### config.mk
export PLATFORM = sky130hd
export DESIGN_NAME = prog_encode_loader
export DESIGN_NICKNAME = d
export VERILOG_FILES = /design/src/rtl/prog_encode_loader.sv
export SDC_FILE = /design/constraint.sdc
export NUM_CORES = 1
export LEC_CHECK = 0
export CAP_MARGIN = 40
export CORE_UTILIZATION = 40
export CTS_BUF_LIST = sky130_fd_sc_hd__clkbuf_8 sky130_fd_sc_hd__clkbuf_16
export DETAILED_ROUTE_END_ITERATION = 10
export GPL_ROUTABILITY_DRIVEN = 0
export GPL_TIMING_DRIVEN = 0
export PLACE_DENSITY = 0.79
export SYNTH_ARGS = -nofsm -noshare
export SYNTH_HDL_FRONTEND = slang
export SYNTH_SLANG_ARGS = --single-unit
### constraint.sdc
create_clock -name clk -period 4.1 [get_ports clk]
set_clock_uncertainty 0.2 [all_clocks]
set_input_delay 0.82 -clock clk [delete_from_list [all_inputs] [get_ports clk]]
set_output_delay 0.82 -clock clk [all_outputs]
set_load 0.02 [all_outputs]
### src/rtl/prog_encode_loader.sv
// Purpose : turns semantic instruction descriptors into 32-bit ISA words and writes them into instruction memory.
// Latency : a descriptor accepted at edge N is written (imem_we) during cycle N+1; back-to-back accepts stream.
// Backpres: in_ready is high only in LOAD; a session ends on HALT, an illegal descriptor or the last address.
//
// Ports: clk/rst (sync, active-high); start/base_addr open a session; in_* is the descriptor stream;
//        imem_we/imem_addr/imem_wdata is the memory write port; busy/done/err/err_code/word_count report status.
module prog_encode_loader #(
    parameter int ADDR_W = 10
) (
    input  logic              clk,
    input  logic              rst,
    input  logic              start,
    input  logic [ADDR_W-1:0] base_addr,
    input  logic              in_valid,
    output logic              in_ready,
    input  logic [2:0]        in_kind,
    input  logic [3:0]        in_alu,
    input  logic [1:0]        in_cond,
    input  logic [4:0]        in_rs,
    input  logic [4:0]        in_rt,
    input  logic [4:0]        in_rd,
    input  logic [25:0]       in_imm,
    output logic              imem_we,
    output logic [ADDR_W-1:0] imem_addr,
    output logic [31:0]       imem_wdata,
    output logic              busy,
    output logic              done,
    output logic              err,
    output logic [1:0]        err_code,
    output logic [ADDR_W:0]   word_count
);

    typedef enum logic [1:0] {S_IDLE, S_LOAD, S_DONE, S_ERR} state_t;

    localparam logic [2:0] K_RALU  = 3'd0;
    localparam logic [2:0] K_IALU  = 3'd1;
    localparam logic [2:0] K_LD    = 3'd2;
    localparam logic [2:0] K_SW    = 3'd3;
    localparam logic [2:0] K_BR    = 3'd4;
    localparam logic [2:0] K_BCOND = 3'd5;
    localparam logic [2:0] K_HALT  = 3'd6;

    state_t             state, state_nxt;
    logic [ADDR_W-1:0]  addr_ptr;
    logic               we_q;
    logic               pend_halt;
    logic               pend_last;
    logic               accept;
    logic               addr_last;
    logic [31:0]        enc_word;
    logic               enc_ok;
    logic               enc_halt;
    logic [5:0]         funct;
    logic [5:0]         iop;

    assign accept    = in_valid & in_ready;
    assign addr_last = (addr_ptr == {ADDR_W{1'b1}});

    // Descriptor encoder. A zero funct/iop marks an ALU code that has no
    // encoding in that instruction class.
    always_comb begin
        funct = 6'd0;
        case (in_alu)
            4'd0:    funct = 6'd1;   // ADD
            4'd1:    funct = 6'd2;   // SUB
            4'd2:    funct = 6'd3;   // AND
            4'd3:    funct = 6'd4;   // OR
            4'd4:    funct = 6'd5;   // XOR
            4'd12:   funct = 6'd6;   // NOR
            4'd5:    funct = 6'd7;   // SL
            4'd6:    funct = 6'd8;   // SRL
            4'd9:    funct = 6'd9;   // SRA
            4'd7:    funct = 6'd10;  // SLT
            4'd13:   funct = 6'd11;  // SGT
            4'd8:    funct = 6'd12;  // NOT
            4'd10:   funct = 6'd13;  // INC
            4'd11:   funct = 6'd14;  // DEC
            4'd15:   funct = 6'd15;  // HAM
            default: funct = 6'd0;   // LUI has no register form
        endcase
    end

    always_comb begin
        iop = 6'd0;
        case (in_alu)
            4'd0:    iop = 6'd1;    // ADD
            4'd1:    iop = 6'd2;    // SUB
            4'd2:    iop = 6'd3;    // AND
            4'd3:    iop = 6'd4;    // OR
            4'd4:    iop = 6'd5;    // XOR
            4'd8:    iop = 6'd12;   // NOT
            4'd10:   iop = 6'd13;   // INC
            4'd11:   iop = 6'd14;   // DEC
            4'd15:   iop = 6'd15;   // HAM
            4'd14:   iop = 6'd16;   // LUI
            default: iop = 6'd0;    // shifts, compares, NOR have no immediate form
        endcase
    end

    always_comb begin
        enc_word = 32'd0;
        enc_ok   = 1'b1;
        enc_halt = 1'b0;
        case (in_kind)
            K_RALU: begin
                enc_ok   = (funct != 6'd0);
                enc_word = {6'd0, in_rs, in_rt, in_rd, 5'd0, funct};
            end
            K_IALU: begin
                enc_ok   = (iop != 6'd0);
                enc_word = {iop, in_rs, in_rt, in_imm[15:0]};
            end
            K_LD:    enc_word = {6'd17, in_rs, in_rt, in_imm[15:0]};
            K_SW:    enc_word = {6'd18, in_rs, in_rt, in_imm[15:0]};
            K_BR:    enc_word = {6'd32, in_imm};
            K_BCOND: begin
                // cond 1/2/3 map onto consecutive opcodes 33/34/35
                enc_ok   = (in_cond != 2'd0);
                enc_word = {6'd32 + {4'd0, in_cond}, in_rs, 5'd0, in_imm[15:0]};
            end
            K_HALT: begin
                enc_halt = 1'b1;
                enc_word = {6'd36, 26'd0};
            end
            default: enc_ok = 1'b0;
        endcase
    end

    // State register
    always_ff @(posedge clk) begin
        if (rst) state <= S_IDLE;
        else     state <= state_nxt;
    end

    // Next state. LOAD is left on the accepting edge so in_ready drops
    // before any further descriptor can slip in behind the final word.
    always_comb begin
        state_nxt = state;
        case (state)
            S_LOAD: begin
                if (accept) begin
                    if (!enc_ok)       state_nxt = S_ERR;
                    else if (enc_halt) state_nxt = S_DONE;
                    else if (addr_last) state_nxt = S_ERR;
                end
            end
            default: begin
                if (start) state_nxt = S_LOAD;
            end
        endcase
    end

    // State-decoded outputs
    always_comb begin
        in_ready = (state == S_LOAD);
        busy     = (state == S_LOAD) | we_q;
    end

    // Gating with rst keeps a write already staged from reaching memory
    // when reset lands in the write cycle.
    assign imem_we = we_q & ~rst;

    // Write pipeline and session status
    always_ff @(posedge clk) begin
        if (rst) begin
            addr_ptr   <= '0;
            we_q       <= 1'b0;
            pend_halt  <= 1'b0;
            pend_last  <= 1'b0;
            imem_addr  <= '0;
            imem_wdata <= 32'd0;
            done       <= 1'b0;
            err        <= 1'b0;
            err_code   <= 2'd0;
            word_count <= '0;
        end else begin
            we_q <= 1'b0;
            // Completion status appears the cycle after the write strobe.
            if (we_q) begin
                if (pend_halt) begin
                    done <= 1'b1;
                end else if (pend_last) begin
                    err      <= 1'b1;
                    err_code <= 2'd2;
                end
            end
            if (start && state != S_LOAD) begin
                addr_ptr   <= base_addr;
                done       <= 1'b0;
                err        <= 1'b0;
                err_code   <= 2'd0;
                word_count <= '0;
            end else if (accept) begin
                if (enc_ok) begin
                    we_q       <= 1'b1;
                    imem_addr  <= addr_ptr;
                    imem_wdata <= enc_word;
                    pend_halt  <= enc_halt;
                    pend_last  <= addr_last;
                    addr_ptr   <= addr_ptr + 1'b1;
                    word_count <= word_count + 1'b1;
                end else begin
                    err      <= 1'b1;
                    err_code <= 2'd1;
                end
            end
        end
    end

endmodule

; ---- Word level (Yosys, flattened, before mapping)
; Memories as Yosys holds them, arrays and structs flattened.
; Index checks and enable logic that the tools add are counted.
[word_totals]
register_bits = 72
latch_bits = 0
ramBits = 0
mem_bits_ro = 144
input_bits = 64
out_inout_bits = 60
elab_cells = 72
memories = 2
[mem_list]
columns = memory, depth, width, rd, rd_ports_with_merged_regs, write_ports, line
row1 = (name not given), 16, 5, 1, 0, 0, 85  ; case (in_alu)
row2 = (name not given), 16, 4, 1, 0, 0, 63  ; case (in_alu)
[op_classes]
add_sub_neg = 3
multipliers = 0
n_div = 0
magnitude_cmp = 0
n_eq_ne = 11
n_shift = 0
mux = 23
bitwise = 6
n_reduce_logical = 16
[op_table]
columns = cell, n
row1 = $pmux 32 s7, 1
row2 = $mux 10, 3
row3 = $mux 2, 11
row4 = $reduce_bool 6->1, 2
row5 = $add 11x1->11 const B, 1
row6 = $add 10x1->10 const B, 1
row7 = $eq 10x10->1 const B, 1
row8 = $eq 3x3->1 const B, 3
row9 = $reduce_bool 2->1, 4
row10 = $mux 1, 7
row11 = $add 6x2->6 const A, 1
row12 = $eq 3x2->1 const B, 2
row13 = $reduce_and 2->1, 3
row14 = $reduce_and 3->1, 2
row15 = $ne 2x1->1 const B, 2
row16 = $ne 4x3->1 const B, 1
row17 = $pmux 1 s4, 1
row18 = $reduce_or 4->1, 1
row19 = $eq 3x1->1 const B, 1
row20 = $logic_not 3->1, 1
row21 = $not 1->1, 3
row22 = $reduce_or 3->1, 1
row23 = $and 1x1->1, 2
row24 = $eq 2x1->1 const B, 1
row25 = 3 further kinds, 3

; ---- Logic depth before layout (Yosys ltp)
[depth]
depth_word = 6
ltp_mapped = 13

; ---- Worst setup path after synthesis
; No wires, ideal clock.
[synth_path]
path_type = input-to-reg
startpoint = input in_alu[0]
endpoint = register addr_ptr[7]
t_arrival_ns = 3.103
t_required_ns = 3.809
path_slack_ns = 0.707
path_stages = 10
n_path_buf = 1
path_cell_list = clkbuf_1 -> inv_1 -> ha_1 -> and2_1 -> a211oi_1 -> a2111oi_1 -> o211ai_2 -> nand2_2 -> or4_1 -> a311oi_1
[synth_between]
elab_chain_len = 5
elab_cells_between_ends = 7
cone_classes = 1 x mux / 4 x reduce/logical / 2 x memory
[synth_rtl]
columns = item, line
row1 = "start, declared", 17  ; input logic [3:0] in_alu,
row2 = $mem_v2 16x5 / $mem_v2 16x4 (equally long branches), -
row3 = "$reduce_bool 6->1, on equally long branches", "110, 106"
row4 = $pmux 1 s4 (*), 104  ; case (in_kind)
row5 = $reduce_bool 2->1 (no line) (*), -
row6 = $reduce_and 2->1 (no line) (*), -
row7 = "end signal, assigned", 188  ; addr_ptr <= base_addr;
row8 = "end signal, assigned", 200  ; addr_ptr <= addr_ptr + 1'b1;
row9 = "end, declared", 44  ; logic [ADDR_W-1:0] addr_ptr;
; Mark *: on every way between the ends. The rest lies on a longest branch, timed or not.
; A chain may end at the register's enable or synchronous reset.

; ---- Worst setup path in the final report
[layout_path]
startpoint = input in_alu[1]
endpoint = register addr_ptr[4]
; Same word-level chain as after synthesis.

==> results.sh <==
export IMPL_syn2layout_area_growth_pct=45.3
export IMPL_start_util=0.419
export IMPL_finalPower_mw=1.64
export IMPL_cts_root_buf="clkbuf_8"
export IMPL_worstMarginPinSlew_ns=0.867
export IMPL_finalCritPeriodShare=0.950
export IMPL_syn_area_per_cell_um2=7.95
export IMPL_wl_um=10500
export IMPL_r2r_start="state[1]$_SDFFE_PP0P_"
export IMPL_grt_pass1_wl_um=16500
export IMPL_crit_start="in_alu[1]"
export IMPL_coreArea_um2=8340
export IMPL_clk_latency_ns=0.35
export IMPL_track_usage=0.235
export IMPL_rows=33
export IMPL_wl_per_cell_um=15.3
export IMPL_cts_tree="built"
export IMPL_clock_path_buffers=2
export IMPL_path_clk_slew_ns=0.08
export IMPL_cts_sinks=72
export IMPL_ys_seq_elements=72
export IMPL_r2r_end="imem_addr[9]$_SDFFE_PP0P_"
export IMPL_crit_arrival_ns=3.95
export IMPL_cts_made_buffers=9
export IMPL_rsz0062_at_grt="false"
export IMPL_ff2ff_path_depth=10
export IMPL_overflow=0
export IMPL_io_buffers=123
export IMPL_drc_errors=0
export IMPL_fin_setup_tns_ns=0
export IMPL_yosys_warnings=0
export IMPL_rrSetupSlack_ns=1.69
export IMPL_holdBufCountCts=0
export IMPL_syn_num_nets=510
export IMPL_seq_area_frac_synth=0.413
export IMPL_finalMaxSlewViolations=0
export IMPL_dp_hpwl_um=7910
export IMPL_hold_depth=2
export IMPL_async_reset_ff_frac=0
export IMPL_fin_util=0.608
export IMPL_hp_start="pend_last$_SDFFE_PP0P_"
export IMPL_maxCapViolations=0
export IMPL_start_kind="primary input"
export IMPL_grt_max_degree=14
export IMPL_slew_headroom=0.418
export IMPL_critical_path_class="primary input to flop"
export IMPL_die_w_um=95.4
export IMPL_setup_viol=0
export IMPL_ios=124
export IMPL_hold_path_endpoint="pend_last$_SDFFE_PP0P_"
export IMPL_status="completed"
export IMPL_antenna_found_initial=0
export IMPL_period_needed_ns=3.90
export IMPL_final_layout_size_suffix_gt1_frac=0.0622
export IMPL_p_leak_nw=1.81
export IMPL_crit_path_end_kind="flop"
export IMPL_first_pass_iters=4
export IMPL_power_density_nw_per_um2=323
export IMPL_ir_drop_v=0.000145
export IMPL_drtIter0Drc=195
export IMPL_ys_flop_type="dfxtp_1"
export IMPL_crit_fanout=10
export IMPL_layout_cells_non_filler=684
export IMPL_synth_area_um2=3490
export IMPL_synth_edf_count=0
export IMPL_num_vias=3684
export IMPL_first_global_vias=3448
export IMPL_hp_class="flop to flop"
export IMPL_post_synth_num_cell_types=48
export IMPL_dp_cells=667
export IMPL_max_freq_ghz=0.257
export IMPL_cp_data_required_time_ns=4.15
export IMPL_htreeDepth=3
export IMPL_nets=645
export IMPL_antenna_left=0
export IMPL_diodes=0
export IMPL_die_h_um=95.4
export IMPL_final_hold_viol_count=0
export IMPL_fp_dieArea_um2=9100
export IMPL_synth_cells=439
export IMPL_vias_per_cell=5.39
-- final cells by class --
type / instances / area, um2
fill: 733 / 3270
multi-input combinational: 320 / 1860
sequential: 72 / 1440
timing repair buffer: 125 / 1250
buffer: 33 / 141
clock buffer: 10 / 138
tap: 105 / 131
clock inverter: 6 / 66.3
inverter: 13 / 48.8
-- worst max path at each step --
| stage | end | slack, ns | cells past startpoint |
|---|---|---|---|
| floorplan | addr_ptr[7]$_SDFFE_PP0P_ | 0.71 | 10 |
| CTS | imem_addr[9]$_SDFFE_PP0P_ | 0.12 | 13 |
| finish | addr_ptr[4]$_SDFFE_PP0P_ | 0.20 | 12 |
| global route | addr_ptr[6]$_SDFFE_PP0P_ | 0.01 | 12 |
| global placement | imem_addr[6]$_SDFFE_PP0P_ | -0.29 | 14 |
| detailed placement | imem_addr[9]$_SDFFE_PP0P_ | -0.42 | 14 |
-- layer usage --
| layer | vias to the layer above | global-route usage | share of wire |
|---|---|---|---|
| li1 | 1820 | - | - |
| met1 | 1704 | 0.294 | 0.43 |
| met2 | 148 | 0.396 | 0.48 |
| met3 | 12 | 0.0518 | 0.077 |
| met4 | 0 | 0.0833 | 0.012 |
| met5 | - | 0 | 0 |
-- repair_timing --
action,4_1_cts,5_1_grt
pin swaps,1,1
setup endpoints to repair,9,21
resized for setup,0,1
setup buffers,0,2
-- Yosys cell counts, drive strengths merged (2+ instances only) --
cell type	instances	area, um2
dfxtp	72	1440
or3	7	43.8
a311oi	8	70.1
nor3	24	120
o31ai	2	15.0
and3	6	37.5
xor2	9	78.8
o211ai	3	27.5
nand4	9	56.3
o22ai	5	31.3
nand3	17	85.1
or2	2	12.5
ha	7	87.6
nand2b	5	31.3
a221oi	9	78.8
inv	13	48.8
a22oi	5	37.5
nor3b	3	22.5
nor2b	8	50.1
nor2	62	233
buf	10	55.1
and2	4	25.0
mux2i	4	40.0
o21ai	10	50.1
a21oi	35	175
a211oi	14	110
xnor2	2	17.5
clkbuf	24	90.1
nand2	46	175
-- worst max-delay path: stages --
cell and delay (ns):
clkdlybuf4s50_1 0.67, inv_1 0.14, ha_1 0.35, and2_1 0.18
a211oi_1 0.28, a2111oi_1 0.12, o211ai_2 0.25, buf_4 0.18
clkbuf_1 0.40, nand3_1 0.15, xor2_1 0.17, a211oi_1 0.24
-- power by group --
part	leakage [nW]	total, mW	switching, mW	internal, mW
clock network	0.0949	0.576	0.277	0.298
logic	1.13	0.314	0.164	0.150
registers	0.586	0.750	0.0223	0.728
total	1.81	1.64	0.464	1.18
-- flip-flops by register name, summed over array words and instances, names as in the netlist --
signal      cells
imem_wdata     32
word_count     11
addr_ptr       10
imem_addr      10
err_code        2
state           2
done            1
err             1
pend_halt       1
pend_last       1
we_q            1
-- per-stage QoR --
| step | setup WS [ns] | area [um2] | hold WS, ns |
|---|---|---|---|
| final | 0.203 | 5070 | 0.250 |
| after global routing | 0.0149 | 5070 | 0.276 |
| after CTS | 0.118 | 5050 | 0.252 |
| after detailed placement | -0.424 | 4850 | 0.241 |
| after global placement | -0.292 | 4850 | 0.239 |
| after floorplan | 0.707 | 3490 | 0.228 |
-- placed cells by master (no fill, tap or decap), drive strengths merged, types with 10 or more instances in the layout --
cell,netlist,routed
a211oi,14,14
a21oi,35,35
buf,10,12
clkbuf,24,33
clkdlybuf4s50,0,122
dfxtp,72,72
inv,13,14
nand2,46,46
nand3,17,17
nor2,62,62
nor3,24,24
o21ai,10,10
-- cells by family (layout without fill, tap and decap cells) --
logic type      Yosys count  in the layout  share of synthesized area
simple gates            198            198                      0.267
compound gates           98             98                      0.191
buf+inv                  47            187                     0.0556
flops                    72             72                      0.413
xor+xnor                 11             11                     0.0276
mux                       6              6                     0.0211
fa+ha+maj                 7              7                     0.0251
No activity file was read; power rests on OpenSTA's default activity.
==> edit: new RTL, config.mk and constraints unchanged <==
Register the output `word_count` once more, without a reset; this adds one clock of latency there. The other outputs are not delayed to match.
--- a/src/rtl/prog_encode_loader.sv
+++ b/src/rtl/prog_encode_loader.sv
@@ -42,2 +42,4 @@
 
+    logic [ADDR_W:0] word_count_s0;
+
     state_t             state, state_nxt;
@@ -174,3 +176,3 @@
             err_code   <= 2'd0;
-            word_count <= '0;
+            word_count_s0 <= '0;
         end else begin
@@ -191,3 +193,3 @@
                 err_code   <= 2'd0;
-                word_count <= '0;
+                word_count_s0 <= '0;
             end else if (accept) begin
@@ -200,3 +202,3 @@
                     addr_ptr   <= addr_ptr + 1'b1;
-                    word_count <= word_count + 1'b1;
+                    word_count_s0 <= word_count_s0 + 1'b1;
                 end else begin
@@ -209,2 +211,6 @@
 
+    always_ff @(posedge clk) begin
+        word_count <= word_count_s0;
+    end
+
 endmodule
Behaviour: not the same (Yosys sat finds a counterexample within 4 cycles, from zero or initial values and one cycle with rst high).
==> edit against the unedited design <==
- count of clock-buffer cells in the layout up 1
- total power up 13%
- sequential power up 15%
- setup slack worse by 0.10 ns
- combinational power up 2%
- hold slack worse by 0.081 ns
- final area up 6.8%
- sequential cell count up 11
- synthesized area up 9.7%
- routed wire length up 9.3%
- global-route usage down 0.18 points
- utilization down 2.2 points
==> edit: results (changes against the unedited design) <==
outcome:
  status: "complete, no violations"
power:
  vdd_ir_drop_max_uv: 161  # +11%
  p_leak_nw: 1.88  # +4.1%
  switchingPower_mw: 0.499  # +7.7%
logic_synthesis:
  yosysUniqueCellTypes: 58  # +21%
  synth_area_leaders: "dfxtp_1, nand2_1, a21oi_1"
  synth_commonest_cells: "dfxtp_1, nand2_1, nor2_1"
  synth_seq_area_share_pct: 43.4  # +2.1 points
  synth.net_count: 526  # +3.1%
drt:
  drt_iter0_drc: 256  # +31%
  totalWireLength_um: 11400  # +9.3%
  drtPass1Iterations: 5  # +1
  vias: 3972  # +7.8%
grt:
  grt_max_degree: 14  # unchanged
  track_usage_pct: 23.3  # -0.18 points
  grt_pass1_wl_um: 18400  # +12%
  grt_pass1_vias: 3859  # +12%
timing:
  worst_slew_pin_slew_ns: 0.659  # -0.208 ns
  final-setup-viol-count: 0  # unchanged
layout:
  drive_gt1_share_pct: 6.60  # +0.38 points
  multi_input_area_mm2: 0.00197  # +5.9%
  final_net_count: 657  # +1.9%
  fill_cells: 813  # +11%
  top_regs: "imem_wdata x32, word_count x11, word_count_s0 x11"
placement:
  place.port_buffers: 119  # -3.3%
  dp_worst_setup_slack_ns: -0.196  # +0.228 ns
  dp_hpwl_um: 8470  # +7.1%
  place_area_mm2: 0.00519  # +6.9%
setup_path:
  cp_max_fo: 11  # +1
  critical_path_arrival_ns: 4.07  # +0.12 ns
  slowest_delay_ns: 0.70  # +0.03 ns
clocking:
  root_buffer: "clkbuf_8"
  numCtsBuffers: 9  # unchanged
  clockBufferDepth: 2  # unchanged
  htree_levels: 3  # unchanged
  clk_pin_slew_ns: 0.08  # about the same
## edit: cell count changes in the layout (fill, tap and decap cells not counted), moves of 4 or more
cell	change
nor2_1	-17
dfxtp_1	+11
nand2_1	+9
xor2_1	-6
a21oi_1	+5
a31oi_1	+5
clkbuf_1	-4
## edit: metrics by stage
step,TNS [ns],power [mW],std cells
2_1_floorplan,0,1.05,455
3_3_place_gp,-2.88,1.19,703
3_5_place_dp,-6.07,1.20,704
4_1_cts,0,1.87,720
5_1_grt,0,1.93,720
6_report,0,1.86,720
## edit: power groups by stage
stage	Sequential (mW)	Clock (mW)	Combinational [mW]
6_report	0.861	0.677	0.321
5_1_grt	0.865	0.716	0.349
4_1_cts	0.859	0.687	0.319
3_5_place_dp	0.878	0	0.318
3_3_place_gp	0.877	0	0.311
2_1_floorplan	0.896	0	0.149
## edit: layout make-up
type | count | share of cell area [%]
Buffer | 31 | 2.77
Multi-Input combinational cell | 327 | 36.3
Inverter | 14 | 0.970
Timing Repair Buffer | 120 | 22.1
Sequential cell | 83 | 30.7
Clock buffer | 11 | 2.80
Clock inverter | 5 | 1.41
Tap cell | 129 | 2.98
## edit: final timing paths
path / startpoint / end / slack [ns] / cells after the start
hold reg to reg: word_count_s0[10]$_SDFFE_PP0P_ / word_count[10]$_DFF_P_ / 0.17 / 0
setup / recovery: in_alu[0] / imem_wdata[25]$_SDFFE_PP0P_ / 0.10 / 11
hold / removal: word_count_s0[10]$_SDFFE_PP0P_ / word_count[10]$_DFF_P_ / 0.17 / 0
setup reg to reg: state[1]$_SDFFE_PP0P_ / imem_wdata[28]$_SDFFE_PP0P_ / 1.79 / 8
## edit: cell families after synthesis
group                      after synthesis  share of synthesized area, %
and+or+nand+nor                        194                          25.1
AOI/OAI and AO/OA                      116                          21.1
DFF                                     83                          43.4
buffers and inverters                   45                          5.29
adders and majority gates                7                          2.29
xor gates and xnor gates                 6                          1.37
muxes                                    4                          1.40
## edit: routing by layer
layer	share of wire, %	up-vias	track usage [%]
li1	-	1912	-
met1	42	1861	28.9
met2	47	178	38.7
met3	8.5	21	6.41
met4	2.1	0	8.71
met5	0	-	0
## edit: critical path, delay by kind of cell
| family | cells | cell delay [ns] |
|---|---|---|
| AND/OR/NAND/NOR | 3 | 0.73 |
| adder cells (fa/ha/maj) | 1 | 0.37 |
| AO/OA/AOI/OAI | 3 | 0.85 |
| buffers and inverters | 4 | 1.30 |
